===== src/rtl/seq_mult_booth_pkg.sv =====
`default_nettype none
// ============================================================================
// Module   : seq_mult_booth_pkg
// Brief    : Shared types and width helpers for the Booth sequential multiplier
// Revision : 1.0 - initial release
// ============================================================================
package seq_mult_booth_pkg;

    localparam int ST_WIDTH = 1;

    typedef enum logic [ST_WIDTH-1:0] {
        ST_IDLE = 1'b0,
        ST_RUN  = 1'b1
    } state_t;

    // Operands carry one guard bit so unsigned values survive sign extension.
    function automatic int ext_w(input int dp_width);
        return dp_width + 1;
    endfunction

    function automatic int cntr_w(input int dp_width);
        return $clog2(dp_width + 2);
    endfunction

endpackage
`default_nettype wire


===== src/rtl/seq_mult_booth_arith_shift.sv =====
`default_nettype none
// ============================================================================
// Module   : booth_arith_shift
// Brief    : Combinational arithmetic right shift, truncated to the output width
// Revision : 1.0 - initial release
// ============================================================================
module booth_arith_shift #(
    parameter int IN_W  = 18,
    parameter int OUT_W = 16,
    parameter int SH_W  = 4
) (
    input  logic [IN_W-1:0]  i_data,
    input  logic [SH_W-1:0]  i_shamt,
    output logic [OUT_W-1:0] o_data
);

    always_comb begin
        o_data = OUT_W'($signed(i_data) >>> i_shamt);
    end

endmodule
`default_nettype wire


===== src/rtl/seq_mult_booth.sv =====
`default_nettype none
// ============================================================================
// Module   : seq_mult_booth
// Brief    : Radix-2 Booth sequential multiplier with early termination
// Revision : 1.0 - initial release
// ============================================================================
module seq_mult_booth
    import seq_mult_booth_pkg::*;
#(
    parameter int DP_WIDTH = 8
) (
    input  logic                        clk,
    input  logic                        rst_b,
    input  logic                        start,
    input  logic                        signed_mode,
    input  logic [DP_WIDTH-1:0]         multiplicand,
    input  logic [DP_WIDTH-1:0]         multiplier,
    output logic                        rdy,
    output logic                        done,
    output logic [2*DP_WIDTH-1:0]       product,
    output logic [cntr_w(DP_WIDTH)-1:0] steps
);

    localparam int c_EXT_W  = ext_w(DP_WIDTH);
    localparam int c_CNTR_W = cntr_w(DP_WIDTH);
    localparam logic [c_EXT_W-1:0] c_ONES = '1;

    state_t                r_state;
    state_t                w_state_nxt;
    logic [c_EXT_W-1:0]    r_m;
    logic [c_EXT_W-1:0]    r_a;
    logic [c_EXT_W-1:0]    r_q;
    logic                  r_qm1;
    logic [c_CNTR_W-1:0]   r_cntr;
    logic [c_CNTR_W-1:0]   r_nsteps;
    logic                  r_done;
    logic [2*DP_WIDTH-1:0] r_product;
    logic [c_CNTR_W-1:0]   r_steps;

    logic                  w_accept;
    logic [c_EXT_W-1:0]    w_mcand_ext;
    logic [c_EXT_W-1:0]    w_mplier_ext;
    logic [c_EXT_W-1:0]    w_mask;
    logic [c_EXT_W-1:0]    w_low;
    logic                  w_skip;
    logic [c_EXT_W-1:0]    w_a_sum;
    logic [2*DP_WIDTH-1:0] w_shifted;

    assign w_accept     = start && (r_state == ST_IDLE);
    assign w_mcand_ext  = {signed_mode & multiplicand[DP_WIDTH-1], multiplicand};
    assign w_mplier_ext = {signed_mode & multiplier[DP_WIDTH-1], multiplier};

    // Remaining Booth digits are all zero when the unconsumed multiplier bits
    // and the look-behind bit are uniformly 0 or uniformly 1.
    assign w_mask = ~(c_ONES << r_cntr);
    assign w_low  = r_q & w_mask;
    assign w_skip = (r_cntr == '0)
                 || ((w_low == '0) && !r_qm1)
                 || ((w_low == w_mask) && r_qm1);

    always_comb begin
        w_a_sum = r_a;
        case ({r_q[0], r_qm1})
            2'b10:   w_a_sum = r_a - r_m;
            2'b01:   w_a_sum = r_a + r_m;
            default: w_a_sum = r_a;
        endcase
    end

    booth_arith_shift #(
        .IN_W  (2 * c_EXT_W),
        .OUT_W (2 * DP_WIDTH),
        .SH_W  (c_CNTR_W)
    ) u_shift (
        .i_data  ({r_a, r_q}),
        .i_shamt (r_cntr),
        .o_data  (w_shifted)
    );

    always_ff @(posedge clk or negedge rst_b) begin
        if (!rst_b) begin
            r_state <= ST_IDLE;
        end else begin
            r_state <= w_state_nxt;
        end
    end

    always_comb begin
        w_state_nxt = r_state;
        case (r_state)
            ST_IDLE: if (start)  w_state_nxt = ST_RUN;
            ST_RUN:  if (w_skip) w_state_nxt = ST_IDLE;
            default:             w_state_nxt = ST_IDLE;
        endcase
    end

    always_ff @(posedge clk or negedge rst_b) begin
        if (!rst_b) begin
            r_m       <= '0;
            r_a       <= '0;
            r_q       <= '0;
            r_qm1     <= 1'b0;
            r_cntr    <= '0;
            r_nsteps  <= '0;
            r_done    <= 1'b0;
            r_product <= '0;
            r_steps   <= '0;
        end else begin
            r_done <= 1'b0;
            if (w_accept) begin
                r_m      <= w_mcand_ext;
                r_a      <= '0;
                r_q      <= w_mplier_ext;
                r_qm1    <= 1'b0;
                r_cntr   <= c_CNTR_W'(c_EXT_W);
                r_nsteps <= '0;
            end else if (r_state == ST_RUN) begin
                if (w_skip) begin
                    r_product <= w_shifted;
                    r_steps   <= r_nsteps;
                    r_done    <= 1'b1;
                end else begin
                    r_a      <= {w_a_sum[c_EXT_W-1], w_a_sum[c_EXT_W-1:1]};
                    r_q      <= {w_a_sum[0], r_q[c_EXT_W-1:1]};
                    r_qm1    <= r_q[0];
                    r_cntr   <= r_cntr - 1'b1;
                    r_nsteps <= r_nsteps + 1'b1;
                end
            end
        end
    end

    assign rdy     = (r_state == ST_IDLE);
    assign done    = r_done;
    assign product = r_product;
    assign steps   = r_steps;

endmodule
`default_nettype wire


===== config.mk =====
export PLATFORM = sky130hd
export DESIGN_NAME = seq_mult_booth
export DESIGN_NICKNAME = d
export VERILOG_FILES = /design/src/rtl/seq_mult_booth_pkg.sv /design/src/rtl/seq_mult_booth_arith_shift.sv /design/src/rtl/seq_mult_booth.sv
export SDC_FILE = /design/constraint.sdc
export NUM_CORES = 1
export LEC_CHECK = 0
export CORE_MARGIN = 1.5
export CORE_UTILIZATION = 52
export CTS_CLUSTER_DIAMETER = 120
export DETAILED_ROUTE_END_ITERATION = 12
export PLACE_DENSITY_LB_ADDON = 0.3
export RECOVER_POWER = 50
export REMOVE_ABC_BUFFERS = 1
export SYNTH_ARGS = -nofsm -noshare
export SYNTH_HDL_FRONTEND = slang
export SYNTH_SLANG_ARGS = --single-unit

===== constraint.sdc =====
create_clock -name clk -period 2.8 [get_ports clk]
set_clock_uncertainty 0.1 [all_clocks]
set_input_delay 0.42 -clock clk [delete_from_list [all_inputs] [get_ports clk]]
set_output_delay 0.42 -clock clk [all_outputs]
set_load 0.01 [all_outputs]

==> results of run 1 <==
==> layout by cell type, fill, tap and decap left out, types with 8 or more instances in the layout <==
cell type,Yosys,final
dfrtp_1,57,57
nand2_1,51,51
clkdlybuf4s50_1,0,38
mux2i_1,29,29
o21ai_0,27,26
inv_1,23,23
nor2_1,19,19
buf_4,2,17
a21oi_1,17,16
ha_1,15,15
mux4_2,12,12
mux2_4,11,11
clkbuf_8,0,11
mux2_2,10,10
a221o_1,10,10
xnor2_1,9,9
and2_1,8,8
nand3_1,8,8
==> power breakdown <==
group	internal, mW	switching (mW)	total [mW]
clock	0.550	0.341	0.891
combinational	2.34	2.21	4.55
sequential	1.24	0.502	1.74
total	4.13	3.06	7.18
==> layer usage <==
layer | vias to the layer above | wire length, µm | part of all wire
li1 | 1500 | - | -
met3 | 16 | 351 | 0.041
met4 | 0 | 194 | 0.022
met1 | 1475 | 3810 | 0.44
met2 | 85 | 4300 | 0.50
met5 | - | 0 | 0
==> flip-flops by register name, summed over array words and instances, names as in the netlist <==
signal	cells
steps	4
r_state	1
r_nsteps	4
done	1
r_m	9
r_qm1	1
r_cntr	4
r_a	8
product	16
r_q	9
==> kinds of logic (layout without fill, tap and decap cells) <==
family / count (synthesis) / count (layout) / synth area share
adder cells (fa/ha/maj): 17 / 17 / 0.0561
multiplexers: 62 / 62 / 0.216
AO/OA/AOI/OAI: 85 / 85 / 0.144
XOR/XNOR: 13 / 13 / 0.0293
AND/OR/NAND/NOR: 106 / 106 / 0.126
buffers and inverters: 49 / 104 / 0.0609
flip-flops: 57 / 57 / 0.368
==> cell type report <==
type / instances / area (µm²)
clock inverters: 4 / 75.1
clock buffers: 12 / 155
multi-input cells: 283 / 2230
repair buffers: 63 / 574
flip-flops and latches: 57 / 1430
fillers: 620 / 2580
well taps: 99 / 124
inverters: 25 / 93.8
==> worst max path at each step <==
stage	from	to	slack (ns)
after floorplan	r_cntr[0]	product[5]	-0.81
after global placement	r_m[0]	r_a[7]	0.15
after detailed placement	r_m[0]	r_a[7]	0.06
after CTS	r_m[0]	r_a[7]	0.03
after global routing	r_m[3]	r_a[6]	0.006
final	r_m[0]	r_a[6]	0.11
==> repair_timing <==
| action | CTS | global route |
|---|---|---|
| resized for setup | 0 | 4 |
| setup buffers | 0 | 2 |
| hold endpoints to repair | 10 | 0 |
| hold buffers | 1 | 0 |
| setup endpoints to repair | 0 | 1 |
==> results by group, run 1 <==
Status
  – Status: completed

STA
  – Minimum clock period: 2.69 ns
  – WHS: 0.383 ns
  – Hold Violations, Final: 0
  – Fin crit share: 0.959
  – Fin worst setup slack: 0.115 ns
  – Final setup TNS: 0 ns
  – Fmax: 0.372 GHz
  – RSZ-0062 raised after global routing: no
  – Worst slew pin tran: 0.946 ns
  – Final setup vio count: 0
  – Relative slew slack: 0.370
  – Max Slew Vio Count: 0

Place
  – Post-Place Cells: 524
  – Area after DPL: 4420 µm²
  – Final HPWL DP: 6240 µm
  – GPL Wtd Cong: 0.920
  – Pre-CTS setup slack: 0.0564 ns
  – I/O Buffers: 41

Cells and area
  – Post-route cell area: 4670 µm²
  – Total Nets Final: 475
  – Antenna Cells: 0
  – Fraction of layout cells with a size suffix above 1: 0.169
  – Final core occ: 0.644
  – Synth-to-layout area growth: 20.4%
  – Finished Layout Cells: 543

Yosys
  – Count leader, synth: dfrtp_1
  – Yosys top cell area share: 0.368
  – Post-Synthesis Cells: 389
  – Top cells by area, synth: dfrtp_1 (37%), mux2i_1 (7.5%), mux4_2 (7.0%)
  – Synth Register Bits: 57
  – Synth area leader: dfrtp_1
  – Post-Syn Area: 3880 µm²
  – Post-synth ARST share: 1.00
  – Post-synth EDFFs: 0
  – Netlist cell types: 51
  – Ys Warns: 0
  – Top_reg_cell synth: dfrtp_1
  – Mean Syn Cell Area: 9.98 µm²
  – Seq/Total Area, Yosys: 0.368
  – Most frequent cells after synthesis: dfrtp_1 (57), nand2_1 (51), mux2i_1 (29)

Worst setup path
  – Crit path cell chain: inv_1 -> ha_1 -> mux2_2 -> ha_1 -> a211oi_1 -> o21ai_0 -> a31oi_1 -> nor4b_1 -> a211oi_1 -> mux2i_1
  – Critical path arrival: 2.80 ns
  – CP top delay family: compound AO/OA/AOI/OAI gates
  – WP depth: 10
  – CP max-delay cell: dfrtp_1
  – Critical path class: reg2reg
  – R2r endpoint: r_a[6]
  – Critical path capture point type: flop
  – Max incr delay on CP: 0.39 ns
  – R2R cell count: 10
  – Reg2Reg Setup Slack: 0.11 ns
  – Critical R2R Launch: r_m[0]
  – Worst-path fanout max: 4
  – Worst path bufs/invs: 1
  – Crit start category: flop
  – CP Data Required Time: 2.92 ns

GRT
  – GR peak layer: met2
  – Largest net degree at the start of global routing: 29
  – Antenna violations before repair: 0
  – Vias in the first global route: 2,967
  – GRT met3 Usage: 0.0425
  – Grt total ovfl: 0
  – First-pass GRT wire length: 14,300 µm
  – M2 GR Usage: 0.390
  – Total track usage: 0.237
  – Met1 GRT Util: 0.304

Die
  – Die area: 7990 µm²
  – Core Area: 7250 µm²
  – IO Pins: 42
  – Die span in x: 89.4 µm
  – Die height: 89.4 µm
  – Number of cell rows: 31
  – Initial Util: 0.535

Clock network
  – CTS sink count: 57
  – Clk_lat worst skew: 0.34 ns
  – Number of CTS-inserted buffers: 9
  – CTS max path bufs: 2
  – CTS clk-pin slew, worst paths: 0.07 ns
  – CTS root buffer: clkbuf_8
  – CTS tree: done
  – H-tree Lvls: 3

Routing
  – # DRC: 0
  – Starting DRT DRC Count: 187
  – DR pass1 iterations: 4
  – Vias: 3,076
  – Vias per cell: 5.66
  – Post-Route WL: 8650 µm
  – Final antenna-violating net count: 0
  – Routed WL per cell: 15.9 µm

Power and ir drop
  – Peak supply drop: 0.686 mV
  – PD cells: 1540 nW/µm²
  – Pwr Total: 7.18 mW
  – Leakage: 2.16 nW

Min path
  – HP Start: r_nsteps[3]
  – HP Class: reg2reg
  – Hold Crit Endpoint: r_nsteps[3]
  – Hold depth: 1

Run
  – Max-cap violations: 0
Power figures use the tool's default switching activity.
==> run 2: changes to the inputs <==
--- a/config.mk
+++ b/config.mk
@@ -5,12 +5,12 @@
 export SDC_FILE = /design/constraint.sdc
 export NUM_CORES = 1
 export LEC_CHECK = 0
+export CORE_ASPECT_RATIO = 0.6
 export CORE_MARGIN = 1.5
 export CORE_UTILIZATION = 52
 export CTS_CLUSTER_DIAMETER = 120
 export DETAILED_ROUTE_END_ITERATION = 12
-export PLACE_DENSITY_LB_ADDON = 0.3
-export RECOVER_POWER = 50
+export PLACE_DENSITY = 0.77
 export REMOVE_ABC_BUFFERS = 1
 export SYNTH_ARGS = -nofsm -noshare
 export SYNTH_HDL_FRONTEND = slang
==> run 2 against run 1 <==
Global-route usage up 1.3 points. Fmax increased by 1.2%. Critical endpoint unchanged. Critical path type unchanged. Die area grew 0.21%. Highest routed layer unchanged.
==> results by group, run 2 (synthesis gave the netlist of run 1 again) <==
Worst setup path
  – Crit start category: flop
  – Worst path bufs/invs: 1
  – CP top delay family: compound AO/OA/AOI/OAI gates
  – Worst-path fanout max: 3
  – CP max-delay cell: dfrtp_1
  – CP Data Required Time: 2.90 ns
  – Max incr delay on CP: 0.37 ns
  – Crit path cell chain: inv_1 -> ha_1 -> mux2_2 -> ha_1 -> a211oi_1 -> o21ai_0 -> a31oi_1 -> nor4b_1 -> a211oi_1 -> mux2i_1
  – Critical path capture point type: flop
  – Reg2Reg Setup Slack: 0.15 ns
  – Critical path class: reg2reg
  – Critical path arrival: 2.76 ns

Clock network
  – CTS sink count: 57
  – Clk_lat worst skew: 0.34 ns
  – CTS max path bufs: 2
  – CTS tree: done
  – CTS root buffer: clkbuf_16
  – CTS clk-pin slew, worst paths: 0.05 ns
  – H-tree Lvls: 3
  – Number of CTS-inserted buffers: 9

Cells and area
  – Most common cell after layout, fill and taps aside: dfrtp_1
  – Antenna Cells: 0
  – Finished Layout Cells: 545
  – Fraction of layout cells with a size suffix above 1: 0.179
  – Most frequent cells in the layout: dfrtp_1 (57), nand2_1 (51), clkdlybuf4s50_1 (40), mux2i_1 (29), o21ai_0 (26)
  – FF+latch area: 1430 µm²
  – Synth-to-layout area growth: 23.2%
  – Total Nets Final: 473
  – Final core occ: 0.661
  – Multi-input logic area: 2240 µm²
  – Max reg flops: 16
  – Fillcell total: 567
  – Post-route cell area: 4780 µm²

GRT
  – Vias in the first global route: 2,965
  – First-pass GRT wire length: 15,200 µm
  – Largest net degree at the start of global routing: 47
  – Antenna violations before repair: 0
  – Grt total ovfl: 0
  – Total track usage: 0.250

Die
  – Die height: 69.9 µm
  – IO Pins: 42
  – Core Area: 7240 µm²
  – Die area: 8010 µm²
  – Number of cell rows: 24
  – Initial Util: 0.536
  – Die span in x: 115 µm

STA
  – Hold Violations, Final: 0
  – RSZ-0062 raised after global routing: no
  – Max Slew Vio Count: 0
  – Fmax: 0.377 GHz
  – Minimum clock period: 2.65 ns
  – Fin worst setup slack: 0.146 ns
  – Worst slew pin tran: 1.05 ns
  – Final setup vio count: 0
  – Fin crit share: 0.948
  – Relative slew slack: 0.298

Place
  – Pre-CTS setup slack: 0.0393 ns
  – I/O Buffers: 41
  – Final HPWL DP: 6600 µm
  – Area after DPL: 4430 µm²
  – GPL Wtd Cong: 0.951
  – Post-Place Cells: 527

Min path
  – HP Class: in2async

Routing
  – Final antenna-violating net count: 0
  – Routed WL per cell: 17.1 µm
  – DR pass1 iterations: 5
  – # DRC: 0
  – Starting DRT DRC Count: 312
  – Vias per cell: 5.75
  – Post-Route WL: 9310 µm
  – Vias: 3,132

Status
  – Status: completed

Run
  – Max-cap violations: 0
-- run 2: changes by cell type in the layout (fill, tap and decap cells not counted), sizes merged --
cell and change:
buf +3, clkbuf -3, clkdlybuf4s50 +2, bufinv -1, clkinvlp -2, dlygate4sd3 -3
clkinv +1
-- run 2: timing repair --
item	4_1_cts	5_1_grt
endpoints found under the setup margin	0	2
endpoints found under the hold margin	0	0
hold buffers	0	0
resized for setup	0	6
buffers inserted	0	3
-- run 2: worst paths after layout --
kind,from,end,cells past startpoint
setup / recovery,r_m[0],r_a[6],10
hold / removal,rst_b,product[13],1
setup reg to reg,r_m[0],r_a[6],10
hold reg to reg,r_nsteps[3],r_nsteps[3],1
max in group asynchronous,rst_b,r_q[0],2
min in group clk,r_nsteps[3],r_nsteps[3],1
-- run 2: worst reg2reg max path, stage by stage (launching register included) --
cell	delay, ns
dfrtp_1	0.37
inv_1	0.08
ha_1	0.29
mux2_2	0.31
ha_1	0.30
a211oi_1	0.28
o21ai_0	0.20
a31oi_1	0.25
nor4b_1	0.08
a211oi_1	0.18
mux2i_1	0.10
-- run 2: per-stage QoR --
stage	hold WS, ns	setup TNS (ns)
CTS	0.217	0
floorplan	0.0244	-19.89
finish	0.179	0
detailed placement	0.379	0
global route	0.287	0
global placement	0.365	0
-- run 2: layout make-up --
type	instances	share of cell area
Sequential cell	57	0.298
Clock buffer	13	0.0586
Multi-Input combinational cell	283	0.468
Clock inverter	2	0.00733
Timing Repair Buffer	61	0.121
Tap cell	104	0.0272
Inverter	25	0.0196
-- run 2: routing by layer --
metal / vias up / GRT usage / share of wire
met5: - / 0 / 0
met2: 135 / 0.339 / 0.42
met3: 18 / 0.0599 / 0.075
met4: 0 / 0.0847 / 0.016
met1: 1479 / 0.388 / 0.49
li1: 1500 / - / -
Power of run 2 is left out: the tool's default activity adds up to more than one toggle a clock period on the data nets, which glitch-free logic cannot reach.
==> run 3: changes to the inputs <==
--- a/config.mk
+++ b/config.mk
@@ -7,10 +7,10 @@
 export LEC_CHECK = 0
 export CORE_ASPECT_RATIO = 0.6
 export CORE_MARGIN = 1.5
-export CORE_UTILIZATION = 52
+export CORE_UTILIZATION = 60
 export CTS_CLUSTER_DIAMETER = 120
 export DETAILED_ROUTE_END_ITERATION = 12
-export PLACE_DENSITY = 0.77
+export PLACE_DENSITY = 0.84
 export REMOVE_ABC_BUFFERS = 1
 export SYNTH_ARGS = -nofsm -noshare
 export SYNTH_HDL_FRONTEND = slang
==> constraint.sdc (replaced) <==
create_clock -name clk -period 3.2 [get_ports clk]
set_clock_uncertainty 0.1 [all_clocks]
set_input_delay 0.48 -clock clk [delete_from_list [all_inputs] [get_ports clk]]
set_output_delay 0.48 -clock clk [all_outputs]
set_load 0.01 [all_outputs]
==> run 3 against run 2 <==
Cell area shrank 5.1%. Register-to-register slack gained 0.05 ns. Die area shrank 13%. Count of clock-buffer cells in the layout is the same. Critical endpoint is now r_a[7]. Largest cell class unchanged.
==> results by group, run 3 (synthesis gave the netlist of run 1 again) <==
Routing
  – Routed WL per cell: 17.7 µm
  – Vias per cell: 6.11
  – DR pass1 iterations: 5
  – Post-Route WL: 9210 µm
  – Starting DRT DRC Count: 305
  – Final antenna-violating net count: 0
  – # DRC: 0
  – Vias: 3,170

Clock network
  – CTS root buffer: clkbuf_8
  – CTS clk-pin slew, worst paths: 0.07 ns
  – H-tree Lvls: 3
  – CTS max path bufs: 2
  – Postcts setup bufs: 0
  – CTS sink count: 57
  – CTS tree: done
  – Clk_lat worst skew: 0.34 ns
  – Number of CTS-inserted buffers: 9

GRT
  – Grt total ovfl: 0
  – Antenna violations before repair: 0
  – First-pass GRT wire length: 15,500 µm
  – Vias in the first global route: 3,127
  – Total track usage: 0.297
  – Largest net degree at the start of global routing: 32

STA
  – Final setup TNS: 0 ns
  – Fin crit share: 0.937
  – Max Slew Vio Count: 0
  – Hold Violations, Final: 0
  – RSZ-0062 raised after global routing: no
  – Minimum clock period: 3.00 ns
  – Fmax: 0.333 GHz
  – Worst slew pin tran: 0.765 ns
  – Relative slew slack: 0.489
  – Final setup vio count: 0
  – WHS: 0.0410 ns

Worst setup path
  – Crit start category: flop
  – Crit path from: r_q[0]
  – Critical path capture point type: flop
  – Critical path arrival: 3.13 ns
  – CP Data Required Time: 3.33 ns
  – Worst-path fanout max: 8
  – Critical R2R Launch: r_q[0]
  – Critical path class: reg2reg

Die
  – Die height: 65.3 µm
  – IO Pins: 42
  – Number of cell rows: 22
  – Core Area: 6170 µm²
  – Die area: 6980 µm²
  – Initial Util: 0.629
  – Die span in x: 107 µm

Place
  – Final HPWL DP: 6550 µm
  – I/O Buffers: 41
  – Post-Place Cells: 503
  – GPL Wtd Cong: 0.933

Cells and area
  – Most frequent cells in the layout: dfrtp_1 (57), nand2_1 (51), clkdlybuf4s50_1 (40), mux2i_1 (29), o21ai_0 (27)
  – Finished Layout Cells: 519
  – Total Nets Final: 466
  – Antenna Cells: 0
  – Fillcell total: 467
  – Max reg flops: 16
  – Fraction of layout cells with a size suffix above 1: 0.152
  – Synth-to-layout area growth: 16.9%
  – Most common cell after layout, fill and taps aside: dfrtp_1

Status
  – Status: completed

Run
  – Max-cap violations: 0

Min path
  – HP Class: in2async
-- run 3: cell types whose count changed in the layout (fill, tap and decap cells not counted), sizes merged --
cell / before / now
clkinv: 2 / 3
buf: 21 / 14
-- run 3: critical path, stage by stage, from the launching register on --
cell and delay, ns:
dfrtp_1 0.43, inv_1 0.09, ha_1 0.30, mux2_2 0.40, fa_1 0.44, a21oi_1 0.19
o21ai_0 0.15, a2111oi_1 0.42, nor3_1 0.13, xnor2_1 0.15, mux2i_1 0.08
-- run 3: final timing paths --
check | to | slack, ns | cells past startpoint
setup / recovery | r_a[7] | 0.20 | 10
hold reg to reg | r_nsteps[3] | 0.37 | 1
max in group asynchronous | r_cntr[3] | 2.13 | 2
setup reg to reg | r_a[7] | 0.20 | 10
hold / removal | r_a[7] | 0.04 | 1
min in group clk | r_nsteps[3] | 0.37 | 1
-- run 3: metal layers --
layer / global-route usage / vias up / share of wire / routed length [µm]
met3: 0.0754 / 14 / 0.088 / 809
met1: 0.429 / 1514 / 0.47 / 4330
met2: 0.437 / 159 / 0.43 / 3960
li1: - / 1483 / - / -
met5: 0 / - / 0 / 0
met4: 0.103 / 0 / 0.011 / 101
-- run 3: final cells by class --
| cell class | count | area (µm²) | share of cell area |
|---|---|---|---|
| Sequential cell | 57 | 1430 | 0.314 |
| Timing Repair Buffer | 54 | 503 | 0.111 |
| Inverter | 25 | 93.8 | 0.0207 |
| Clock inverter | 3 | 40.0 | 0.00883 |
| Clock buffer | 13 | 149 | 0.0328 |
| Multi-Input combinational cell | 283 | 2220 | 0.489 |
| Tap cell | 84 | 105 | 0.0232 |
-- run 3: repair_timing --
action	CTS	global route
endpoints found under the hold margin	0	0
setup endpoints to repair	0	1
gates resized for setup	0	1
hold buffers	0	0
-- run 3: stage by stage --
stage	instance area, µm²	utilization	worst slack (ns)
after floorplan	3740	-	-0.406
after global placement	4350	0.705	0.366
after detailed placement	4350	0.705	0.176
after CTS	4540	0.736	0.153
after global routing	4540	0.736	0.0472
final	4540	0.736	0.201
Power of run 3 is left out for the same reason.
